File: config.mk
export PLATFORM = sky130hd
export DESIGN_NAME = hit_judge
export DESIGN_NICKNAME = d
export VERILOG_FILES = /design/src/rtl/hit_judge_pkg.sv /design/src/rtl/hit_judge_lane.sv /design/src/rtl/hit_judge.sv
export SDC_FILE = /design/constraint.sdc
export NUM_CORES = 1
export LEC_CHECK = 0
export ABC_AREA = 1
export ABC_CLOCK_PERIOD_IN_PS = 3940
export CAP_MARGIN = 20
export CORE_ASPECT_RATIO = 0.8
export CORE_MARGIN = 2
export CORE_UTILIZATION = 30
export CTS_BUF_LIST = sky130_fd_sc_hd__clkbuf_4
export DETAILED_ROUTE_END_ITERATION = 16
export GPL_ROUTABILITY_DRIVEN = 1
export GPL_TIMING_DRIVEN = 0
export SYNTH_ARGS = -nofsm -noshare
export SYNTH_HDL_FRONTEND = slang
export SYNTH_SLANG_ARGS = --single-unit
File: constraint.sdc
create_clock -name CLK -period 3.94 [get_ports CLK]
set_clock_uncertainty 0.15 [all_clocks]
set_input_delay 0.788 -clock CLK [delete_from_list [all_inputs] [get_ports CLK]]
set_output_delay 0.788 -clock CLK [all_outputs]
set_load 0.02 [all_outputs]
File: src/rtl/hit_judge_pkg.sv
// hit_judge_pkg: shared definitions for the rhythm-game hit judge.
//   - lane FSM state encoding
//   - per-lane judgement result struct
//   - point values and score/combo saturation limits
//   - small popcount helper used by the accumulator
package hit_judge_pkg;

  localparam int NUM_LANES = 4;
  localparam int SCORE_W   = 16;
  localparam int COMBO_W   = 10;

  typedef enum logic {
    LANE_IDLE   = 1'b0,
    LANE_ACTIVE = 1'b1
  } lane_state_e;

  // At most one field is set per lane per cycle.
  typedef struct packed {
    logic perf;
    logic good;
    logic miss;
  } judge_t;

  localparam int PTS_PERF = 3;
  localparam int PTS_GOOD = 1;
  localparam int PTS_MISS = 0;

  localparam logic [SCORE_W-1:0] SCORE_MAX = 16'd65535;
  localparam logic [COMBO_W-1:0] COMBO_MAX = 10'd999;

  function automatic logic [2:0] popcnt4(input logic [3:0] v);
    return {2'b00, v[0]} + {2'b00, v[1]} + {2'b00, v[2]} + {2'b00, v[3]};
  endfunction

endpackage

File: src/rtl/hit_judge_lane.sv
// hit_lane: one lane of the hit judge. Holds the IDLE/ACTIVE FSM and the
// tick counter C for the note currently in flight on this lane.
// Ports:
//   i_clk, i_rst_n  clock, async active-low reset
//   i_clr           synchronous game restart
//   i_tick          judgement tick strobe from the shared prescaler
//   i_btn           debounced press pulse for this lane
//   i_note          note issued on this lane this cycle
//   o_res           registered perf/good/miss pulse (one cycle long)
module hit_lane
  import hit_judge_pkg::*;
#(
  parameter int PERF_W = 30,
  parameter int GOOD_W = 80,
  parameter int CW     = 8
) (
  input  logic   i_clk,
  input  logic   i_rst_n,
  input  logic   i_clr,
  input  logic   i_tick,
  input  logic   i_btn,
  input  logic   i_note,
  output judge_t o_res
);

  localparam logic [CW-1:0] L_GOOD = CW'(GOOD_W);
  localparam logic [CW-1:0] L_PERF = CW'(PERF_W);
  localparam logic [CW-1:0] L_LAST = CW'(2 * GOOD_W);

  lane_state_e   r_state, w_state_nx;
  logic [CW-1:0] r_c, w_c_nx, w_err;
  judge_t        r_res, w_res;

  // Distance from the target time, in ticks.
  assign w_err = (r_c >= L_GOOD) ? (r_c - L_GOOD) : (L_GOOD - r_c);

  always_comb begin
    w_state_nx = r_state;
    w_c_nx     = r_c;
    w_res      = '0;
    case (r_state)
      LANE_IDLE: ;  // presses with nothing in flight are ignored
      LANE_ACTIVE: begin
        // Press wins over a coincident tick or new note.
        if (i_btn) begin
          if (w_err <= L_PERF) w_res.perf = 1'b1;
          else                 w_res.good = 1'b1;
          w_state_nx = LANE_IDLE;
        end else if (i_note) begin
          w_res.miss = 1'b1;  // old note displaced by a new one
        end else if (i_tick) begin
          if (r_c == L_LAST) begin
            w_res.miss = 1'b1;
            w_state_nx = LANE_IDLE;
          end else begin
            w_c_nx = r_c + 1'b1;
          end
        end
      end
      default: ;
    endcase
    // A new note always (re)starts the lane, after any judgement above.
    if (i_note) begin
      w_state_nx = LANE_ACTIVE;
      w_c_nx     = '0;
    end
  end

  always_ff @(posedge i_clk or negedge i_rst_n) begin
    if (!i_rst_n) begin
      r_state <= LANE_IDLE;
      r_c     <= '0;
      r_res   <= '0;
    end else if (i_clr) begin
      r_state <= LANE_IDLE;
      r_c     <= '0;
      r_res   <= '0;
    end else begin
      r_state <= w_state_nx;
      r_c     <= w_c_nx;
      r_res   <= w_res;
    end
  end

  assign o_res = r_res;

endmodule

File: src/rtl/hit_judge.sv
// hit_judge: four-lane timing judge for a rhythm game.
// A prescaler produces a judgement tick every TICK_DIV cycles; each lane
// times its note in ticks and grades the press as PERFECT/GOOD/MISS.
// Pulses are accumulated one cycle later into a saturating score/combo.
// Ports:
//   CLK, RST_N       clock, async active-low reset (sync deassert)
//   CLR              synchronous game restart, highest priority
//   BTN[3:0]         per-lane press pulses
//   NOTE_VALID/LANE  note issue strobe and its lane
//   HIT_PERF/GOOD/MISS[3:0]  registered per-lane result pulses
//   SCORE[15:0], COMBO[9:0]  accumulated score and current combo
module hit_judge
  import hit_judge_pkg::*;
#(
  parameter int TICK_DIV = 100000,
  parameter int PERF_W   = 30,
  parameter int GOOD_W   = 80
) (
  input  logic         CLK,
  input  logic         RST_N,
  input  logic         CLR,
  input  logic [3:0]   BTN,
  input  logic         NOTE_VALID,
  input  logic [1:0]   NOTE_LANE,
  output logic [3:0]   HIT_PERF,
  output logic [3:0]   HIT_GOOD,
  output logic [3:0]   HIT_MISS,
  output logic [15:0]  SCORE,
  output logic [9:0]   COMBO
);

  localparam int DIV_W = (TICK_DIV > 1) ? $clog2(TICK_DIV) : 1;
  localparam int CW    = ($clog2(2 * GOOD_W + 1) > 8) ? $clog2(2 * GOOD_W + 1) : 8;

  // ---------------- prescaler ----------------
  logic [DIV_W-1:0] r_div;
  logic             w_tick;

  assign w_tick = (r_div == DIV_W'(TICK_DIV - 1));

  always_ff @(posedge CLK or negedge RST_N) begin
    if (!RST_N)              r_div <= '0;
    else if (CLR || w_tick)  r_div <= '0;
    else                     r_div <= r_div + 1'b1;
  end

  // ---------------- lanes ----------------
  judge_t [NUM_LANES-1:0] w_res;

  for (genvar gi = 0; gi < NUM_LANES; gi++) begin : g_lane
    logic w_note;
    assign w_note = NOTE_VALID && (NOTE_LANE == 2'(gi));

    hit_lane #(
      .PERF_W (PERF_W),
      .GOOD_W (GOOD_W),
      .CW     (CW)
    ) u_lane (
      .i_clk   (CLK),
      .i_rst_n (RST_N),
      .i_clr   (CLR),
      .i_tick  (w_tick),
      .i_btn   (BTN[gi]),
      .i_note  (w_note),
      .o_res   (w_res[gi])
    );

    assign HIT_PERF[gi] = w_res[gi].perf;
    assign HIT_GOOD[gi] = w_res[gi].good;
    assign HIT_MISS[gi] = w_res[gi].miss;
  end

  // ---------------- score / combo ----------------
  logic [SCORE_W-1:0] r_score, w_score_nx;
  logic [COMBO_W-1:0] r_combo, w_combo_nx;
  logic [2:0]         w_np, w_ng, w_nm;
  logic [4:0]         w_pts;
  logic [3:0]         w_hits;
  logic [SCORE_W:0]   w_score_sum;
  logic [COMBO_W:0]   w_combo_sum;

  assign w_np   = popcnt4(HIT_PERF);
  assign w_ng   = popcnt4(HIT_GOOD);
  assign w_nm   = popcnt4(HIT_MISS);
  assign w_pts  = 5'(PTS_PERF) * {2'b00, w_np} + 5'(PTS_GOOD) * {2'b00, w_ng}
                + 5'(PTS_MISS) * {2'b00, w_nm};
  assign w_hits = {1'b0, w_np} + {1'b0, w_ng};

  assign w_score_sum = {1'b0, r_score} + (SCORE_W + 1)'(w_pts);
  assign w_combo_sum = {1'b0, r_combo} + (COMBO_W + 1)'(w_hits);

  assign w_score_nx = (w_score_sum > {1'b0, SCORE_MAX}) ? SCORE_MAX
                                                        : w_score_sum[SCORE_W-1:0];
  // Any miss in the cycle breaks the combo, even alongside hits.
  assign w_combo_nx = (w_nm != 3'd0) ? '0
                    : (w_combo_sum > {1'b0, COMBO_MAX}) ? COMBO_MAX
                    : w_combo_sum[COMBO_W-1:0];

  always_ff @(posedge CLK or negedge RST_N) begin
    if (!RST_N) begin
      r_score <= '0;
      r_combo <= '0;
    end else if (CLR) begin
      r_score <= '0;
      r_combo <= '0;
    end else begin
      r_score <= w_score_nx;
      r_combo <= w_combo_nx;
    end
  end

  assign SCORE = r_score;
  assign COMBO = r_combo;

endmodule

## Yosys cells after proc, flatten, opt, wreduce, memory -nomap -nowiden

Index checks and enable logic that the tools add are counted.

| cells by class | value |
|---|---|
| add/sub/neg operators | 26 |
| $mul | 1 |
| order comparisons | 10 |
| equal/unequal tests | 16 |
| mux-type cells | 94 |
| reduce and logical (&&, ||, !) cells | 19 |

Operators by type and width:

| operator | count |
|---|---|
| two-way mux 8 bit | 28 |
| two-way mux 1 bit | 48 |
| adder 8 x 1 -> 8 bit, second input constant | 4 |
| equality test 8 bit, second input constant | 4 |
| greater-or-equal comparator 8 x 7 -> 1 bit, second input constant | 4 |
| <= comparator 8 x 5 -> 1 bit, second input constant | 4 |
| two-way mux 16 bit | 2 |
| subtractor 7 x 8 -> 8 bit, first input constant | 4 |
| subtractor 8 x 7 -> 8 bit, second input constant | 4 |
| two-way mux 10 bit | 3 |
| nonzero test 3 bit | 9 |
| two-way mux 3 bit | 8 |
| != test 3 x 2 -> 1 bit, second input constant | 8 |
| adder 16 x 5 -> 17 bit | 1 |
| adder 17 x 1 -> 17 bit, second input constant | 1 |
| equality test 17 bit, second input constant | 1 |
| > comparator 17 x 16 -> 1 bit, second input constant | 1 |
| two-way mux 17 bit | 1 |
| AND reduction 4 bit | 4 |
| adder 10 x 4 -> 11 bit | 1 |
| > comparator 11 x 10 -> 1 bit, second input constant | 1 |
| adder 2 x 1 -> 3 bit | 3 |
| adder 3 x 1 -> 3 bit | 3 |
| two-way mux 2 bit | 4 |
| other kinds (9) | 15 |

| word-level totals | value |
|---|---|
| register bits after elaboration | 91 |
| bits of input ports | 10 |
| word-level logic and storage cells | 189 |

## Longest topological paths before layout

| depth | value |
|---|---|
| depth after elaboration | 9 |
| mapped depth | 21 |

## Modules after synthesis

A second synthesis with hierarchy kept.

| second synthesis, totals | value |
|---|---|
| cells, all modules | 1,008 |
| area total of the unflattened synthesis | 7,103.1 um^2 |

Modules (own cells, without submodules):

| module | instances | cells an instance | area an instance (um^2) |
|---|---|---|---|
| hit_lane | 4 | 154 | 1,013.5 |
| hit_judge | 1 | 392 | 3,049.2 |

## Worst setup path after synthesis

Ideal clock, no wire load.

| timing path | value |
|---|---|
| path kind | register to register |
| start | register g_lane[0].u_lane.r_res, in the netlist g_lane[0].u_lane.o_res[1] |
| end | register r_score[15] (netlist: SCORE[15]) |
| arrival time | 3.937 ns |
| setup slack | -0.210 ns |
| stages on the path, launching flop included | 19 |
| path buffers | 0 |
| path through | dfrtp_1 inv_1 fa_1 inv_1 ha_1 ha_1 fa_1 ha_1 fa_1 xor2_1 ha_1 nand3b_1 nand2_1 nand3_1 a21oi_1 nand3_1 nand3_1 nand2_1 inv_1 |

| between the ends | value |
|---|---|
| longest elaborated chain between the ends | 8 |

Ends and longest elaborated chain:

| item | line | source |
|---|---|---|
| start: declaration | hit_judge_lane.sv:32 | `judge_t r_res, w_res;` |
| start signal: assignment | hit_judge_lane.sv:81 | `r_res <= w_res;` |
| adder 1 x 1 -> 2 bit (*) | hit_judge_pkg.sv:32 | `return {2'b00, v[0]} + {2'b00, v[1]} + {2'b00, v[2]} + {2'b00, v[3]};` |
| adder 2 x 1 -> 3 bit (*) | hit_judge_pkg.sv:32 |  |
| adder 3 x 1 -> 3 bit (*) | hit_judge_pkg.sv:32 |  |
| adder 5 x 3 -> 5 bit (*) | hit_judge.sv:85 | `assign w_pts = 5'(PTS_PERF) * {2'b00, w_np} + 5'(PTS_GOOD) * {2'b00, w_ng}` |
| adder 16 x 5 -> 17 bit (*) | hit_judge.sv:89 | `assign w_score_sum = {1'b0, r_score} + (SCORE_W + 1)'(w_pts);` |
| > comparator 17 x 16 -> 1 bit | hit_judge.sv:92 | `assign w_score_nx = (w_score_sum > {1'b0, SCORE_MAX}) ? SCORE_MAX` |
| two-way mux 16 bit (*) | hit_judge.sv:92 |  |
| two-way mux 16 bit (*) | hit_judge.sv:103 | `end else if (CLR) begin` |
| end signal: assignment | hit_judge.sv:107 | `r_score <= w_score_nx;` |
| end: declaration | hit_judge.sv:74 | `logic [SCORE_W-1:0] r_score, w_score_nx;` |

Mark *: on every way between the ends. The rest lies on a longest branch, timed or not.
A chain may end at the register's enable or synchronous reset.

## Final worst setup path

| timing path | value |
|---|---|
| start | register g_lane[0].u_lane.r_res, in the netlist g_lane[0].u_lane.o_res[2] |
| end | register r_score[15] (netlist: SCORE[15]) |

| between the ends | value |
|---|---|
| longest elaborated chain between the ends | 9 |

Ends and longest elaborated chain:

| item | line |
|---|---|
| adder 1 x 1 -> 2 bit (*) | hit_judge_pkg.sv:32 |
| adder 2 x 1 -> 3 bit (*) | hit_judge_pkg.sv:32 |
| adder 3 x 1 -> 3 bit (*) | hit_judge_pkg.sv:32 |
| multiplier 2 x 3 -> 5 bit (*) | hit_judge.sv:85 |
| adder 5 x 3 -> 5 bit (*) | hit_judge.sv:85 |
| adder 16 x 5 -> 17 bit (*) | hit_judge.sv:89 |
| > comparator 17 x 16 -> 1 bit | hit_judge.sv:92 |
| two-way mux 16 bit (*) | hit_judge.sv:92 |
| two-way mux 16 bit (*) | hit_judge.sv:103 |

Marked as above.

==> flow_summary.yaml <==
outcome:
  status: "finished with violations"
  violations: "setup timing"
power_and_ir_drop:
  total_power_w: 0.00153
  peakVddDrop_uv: 111
  powerDensity_nw_per_um2: 188
  leakagePower_nw: 3.84
finish:
  final_cell_mix: "nand2_1, inv_1, nor2_1, dfrtp_1, nand3_1"
  nFillCells: 2377
  areaGrowthSynthToFinish_pct: 17.8
  layout_commonest_cell: "nand2_1"
  nets: 1083
  fin_util: 0.362
  antennaDiodeCount: 0
  fin_cells: 1320
  drive_gt1_frac: 0.108
routing:
  vias: 6129
  drtAntennaViolNets: 0
  wl_per_cell_um: 12.6
  detailedRoute.firstPassIterationCount: 5
  vias_per_cell: 4.64
  drt_wl_total_um: 16600
  drc: 0
  drt_iter0_markers: 396
placed_design:
  portBuffers: 47
  dpl.cell_count: 1297
  gp_congestion: 0.845
  dp_hpwl_um: 12600
timing:
  maxSlewViolCount: 0
  fmax_mhz: 249
  holdWs_ns: 0.119
  finalCritPeriodShare: 1.02
  period_needed_ns: 4.02
  finalHoldViolCount: 0
  tightest_slew_ns: 0.923
  setup_viol: 16
  fin_ws_ns: -0.0823
  setup_tns_ns: -0.817
  grt_setup_unrepaired: "yes"
  max-slew-margin-rel: 0.379
die:
  fp.dieH_um: 140
  initial_core_util: 0.307
  core_um2: 22600
  io_pins: 48
  die-width_um: 174
  dieArea_um2: 24300
  rows: 49
worst_setup_path:
  start_kind: "flip-flop"
  crit_chain: "fa_1, ha_4, ha_4, fa_1, ha_2, fa_2, xor2_2, ha_1, nand3b_1, nand2_2, nand3_4, a21oi_4, nand3_4, nand3_2, nand2_1, inv_1"
  rr_worst_depth: 16
  worst_path_max_delay_cell: "fa_1"
  rrSetupSlack_ns: -0.08
  max_stage_delay_ns: 0.53
  r2r-start: "g_lane[0].u_lane.o_res[2]"
  worstReg2RegEnd: "SCORE[15]"
  endpoint_kind: "flip-flop"
  crit_required_ns: 4.20
  critPathKind: "flip-flop to flip-flop"
  path_max_fanout: 7
  worstPathArrival_ns: 4.29
synth:
  synth_flop_cell: "dfrtp_1"
  async_flop_share: 1.00
  syn_nets: 1017
  synth_edf_count: 0
  synth-warning-count: 0
  ys_seq_area_frac: 0.329
  avgSynthCellArea_um2: 7.35
  syn-cell-area_um2: 6930
  synth_cell_types: 47
  ys_ff_latch: 91
  syn_inst: 943
global_route:
  grt_pass1_vias: 5821
  overflow: 0
  antenna_found_initial: 0
  grt_use_total: 0.143
  grt_max_degree: 56
  grt_pass1_wl_um: 28600
min_path:
  hold_class: "input port to asynchronous set/reset pin"
clock_network:
  cts.clk_slew.worst_paths_ns: 0.15
  cts_root_buffer: "clkbuf_4"
  cts_inserted_buffers: 9
  htree_levels: 3
  insertion_delay_ns: 0.48
  hold_buffers: 0
  clock_path_buffers: 2
  cts_tree: "yes"
  tritoncts_num_sinks: 91
job:
  cap_violations: 0
-- flip-flops by register name, summed over array words and instances, names as in the netlist --
name	cells
COMBO	10
g_lane.u_lane.r_state	4
g_lane.u_lane.r_c	32
g_lane.u_lane.o_res	12
SCORE	16
r_div	17
-- through the flow --
step	setup slack, ns	instance area, µm²
2_1_floorplan	0.00416	6980
3_3_place_gp	-2.12	7840
3_5_place_dp	-0.225	7860
4_1_cts	-0.0476	8100
5_1_grt	-0.250	8170
6_report	-0.0823	8170
-- worst max path at each step --
stage                              start                         to  slack [ns]  cells past startpoint
2_1_floorplan  g_lane[0].u_lane.o_res[1]                  SCORE[15]       0.004                     18
3_3_place_gp                       RST_N  g_lane[0].u_lane.o_res[1]       -2.12                      1
3_5_place_dp   g_lane[3].u_lane.o_res[1]                   SCORE[6]       -0.22                     16
4_1_cts        g_lane[0].u_lane.o_res[2]                  SCORE[15]       -0.05                     16
5_1_grt        g_lane[0].u_lane.o_res[2]                  SCORE[15]       -0.25                     16
6_report       g_lane[0].u_lane.o_res[2]                  SCORE[15]       -0.08                     16
-- layout make-up --
type / instances / area (µm²) / share of cell area
Clock buffer: 12 / 90.1 / 0.0110
Multi-Input combinational cell: 697 / 4230 / 0.518
Inverter: 140 / 526 / 0.0644
Sequential cell: 91 / 2280 / 0.279
Timing Repair Buffer: 55 / 548 / 0.0671
Buffer: 15 / 86.3 / 0.0106
Tap cell: 306 / 383 / 0.0469
Clock inverter: 4 / 17.5 / 0.00215
-- worst max-delay path: cells and delay by family (launching register included) --
| family | cells | cell delay [ns] |
|---|---|---|
| and+or+nand+nor | 6 | 0.59 |
| buffers and inverters | 1 | 0.07 |
| AOI/OAI and AO/OA | 1 | 0.20 |
| adders and majority gates | 7 | 2.31 |
| xor gates and xnor gates | 1 | 0.16 |
| DFF | 1 | 0.46 |
-- cell usage after synthesis, types with 5 or more instances --
| library cell | number | area share |
|---|---|---|
| nand4_1 | 30 | 0.027 |
| dfrtp_1 | 91 | 0.33 |
| nand3b_1 | 5 | 0.0054 |
| o21ai_0 | 32 | 0.023 |
| buf_2 | 6 | 0.0043 |
| xnor2_1 | 8 | 0.010 |
| o21a_1 | 5 | 0.0054 |
| inv_2 | 7 | 0.0038 |
| nand2_2 | 11 | 0.0099 |
| nor3_1 | 32 | 0.023 |
| inv_1 | 131 | 0.071 |
| nor2_1 | 93 | 0.050 |
| a21oi_1 | 43 | 0.031 |
| xor2_1 | 29 | 0.037 |
| o21ai_2 | 7 | 0.0088 |
| nand3_1 | 87 | 0.063 |
| nand2_1 | 211 | 0.11 |
| fa_1 | 10 | 0.029 |
| ha_1 | 54 | 0.098 |
-- routing by layer --
layer | vias to the layer above | global-route usage | wire length, µm
met3 | 11 | 0.0280 | 621
li1 | 3189 | - | -
met2 | 103 | 0.220 | 7380
met1 | 2826 | 0.209 | 8470
met4 | 0 | 0.0279 | 161
met5 | - | 0 | 0
-- power breakdown --
part	internal, W	total, W	switching (W)
clock network	0.000146	0.000472	0.000326
registers	0.000940	0.000946	0.00000530
logic	0.0000352	0.000117	0.0000814
-- kinds of logic (layout without fill, tap and decap cells) --
kind of cell    Yosys count  count (layout)  share of synthesized area
compound gates          101             101                     0.0851
xor+xnor                 37              37                     0.0468
fa+ha+maj                64              64                      0.126
buf+inv                 155             226                     0.0883
flops                    91              91                      0.329
simple gates            495             495                      0.325
-- repair_timing --
action	in CTS	in global routing
setup buffers	4	3
pin swaps	7	3
gates resized for setup	22	9
setup endpoints to repair	16	23
No activity file was read; power rests on OpenSTA's default activity.
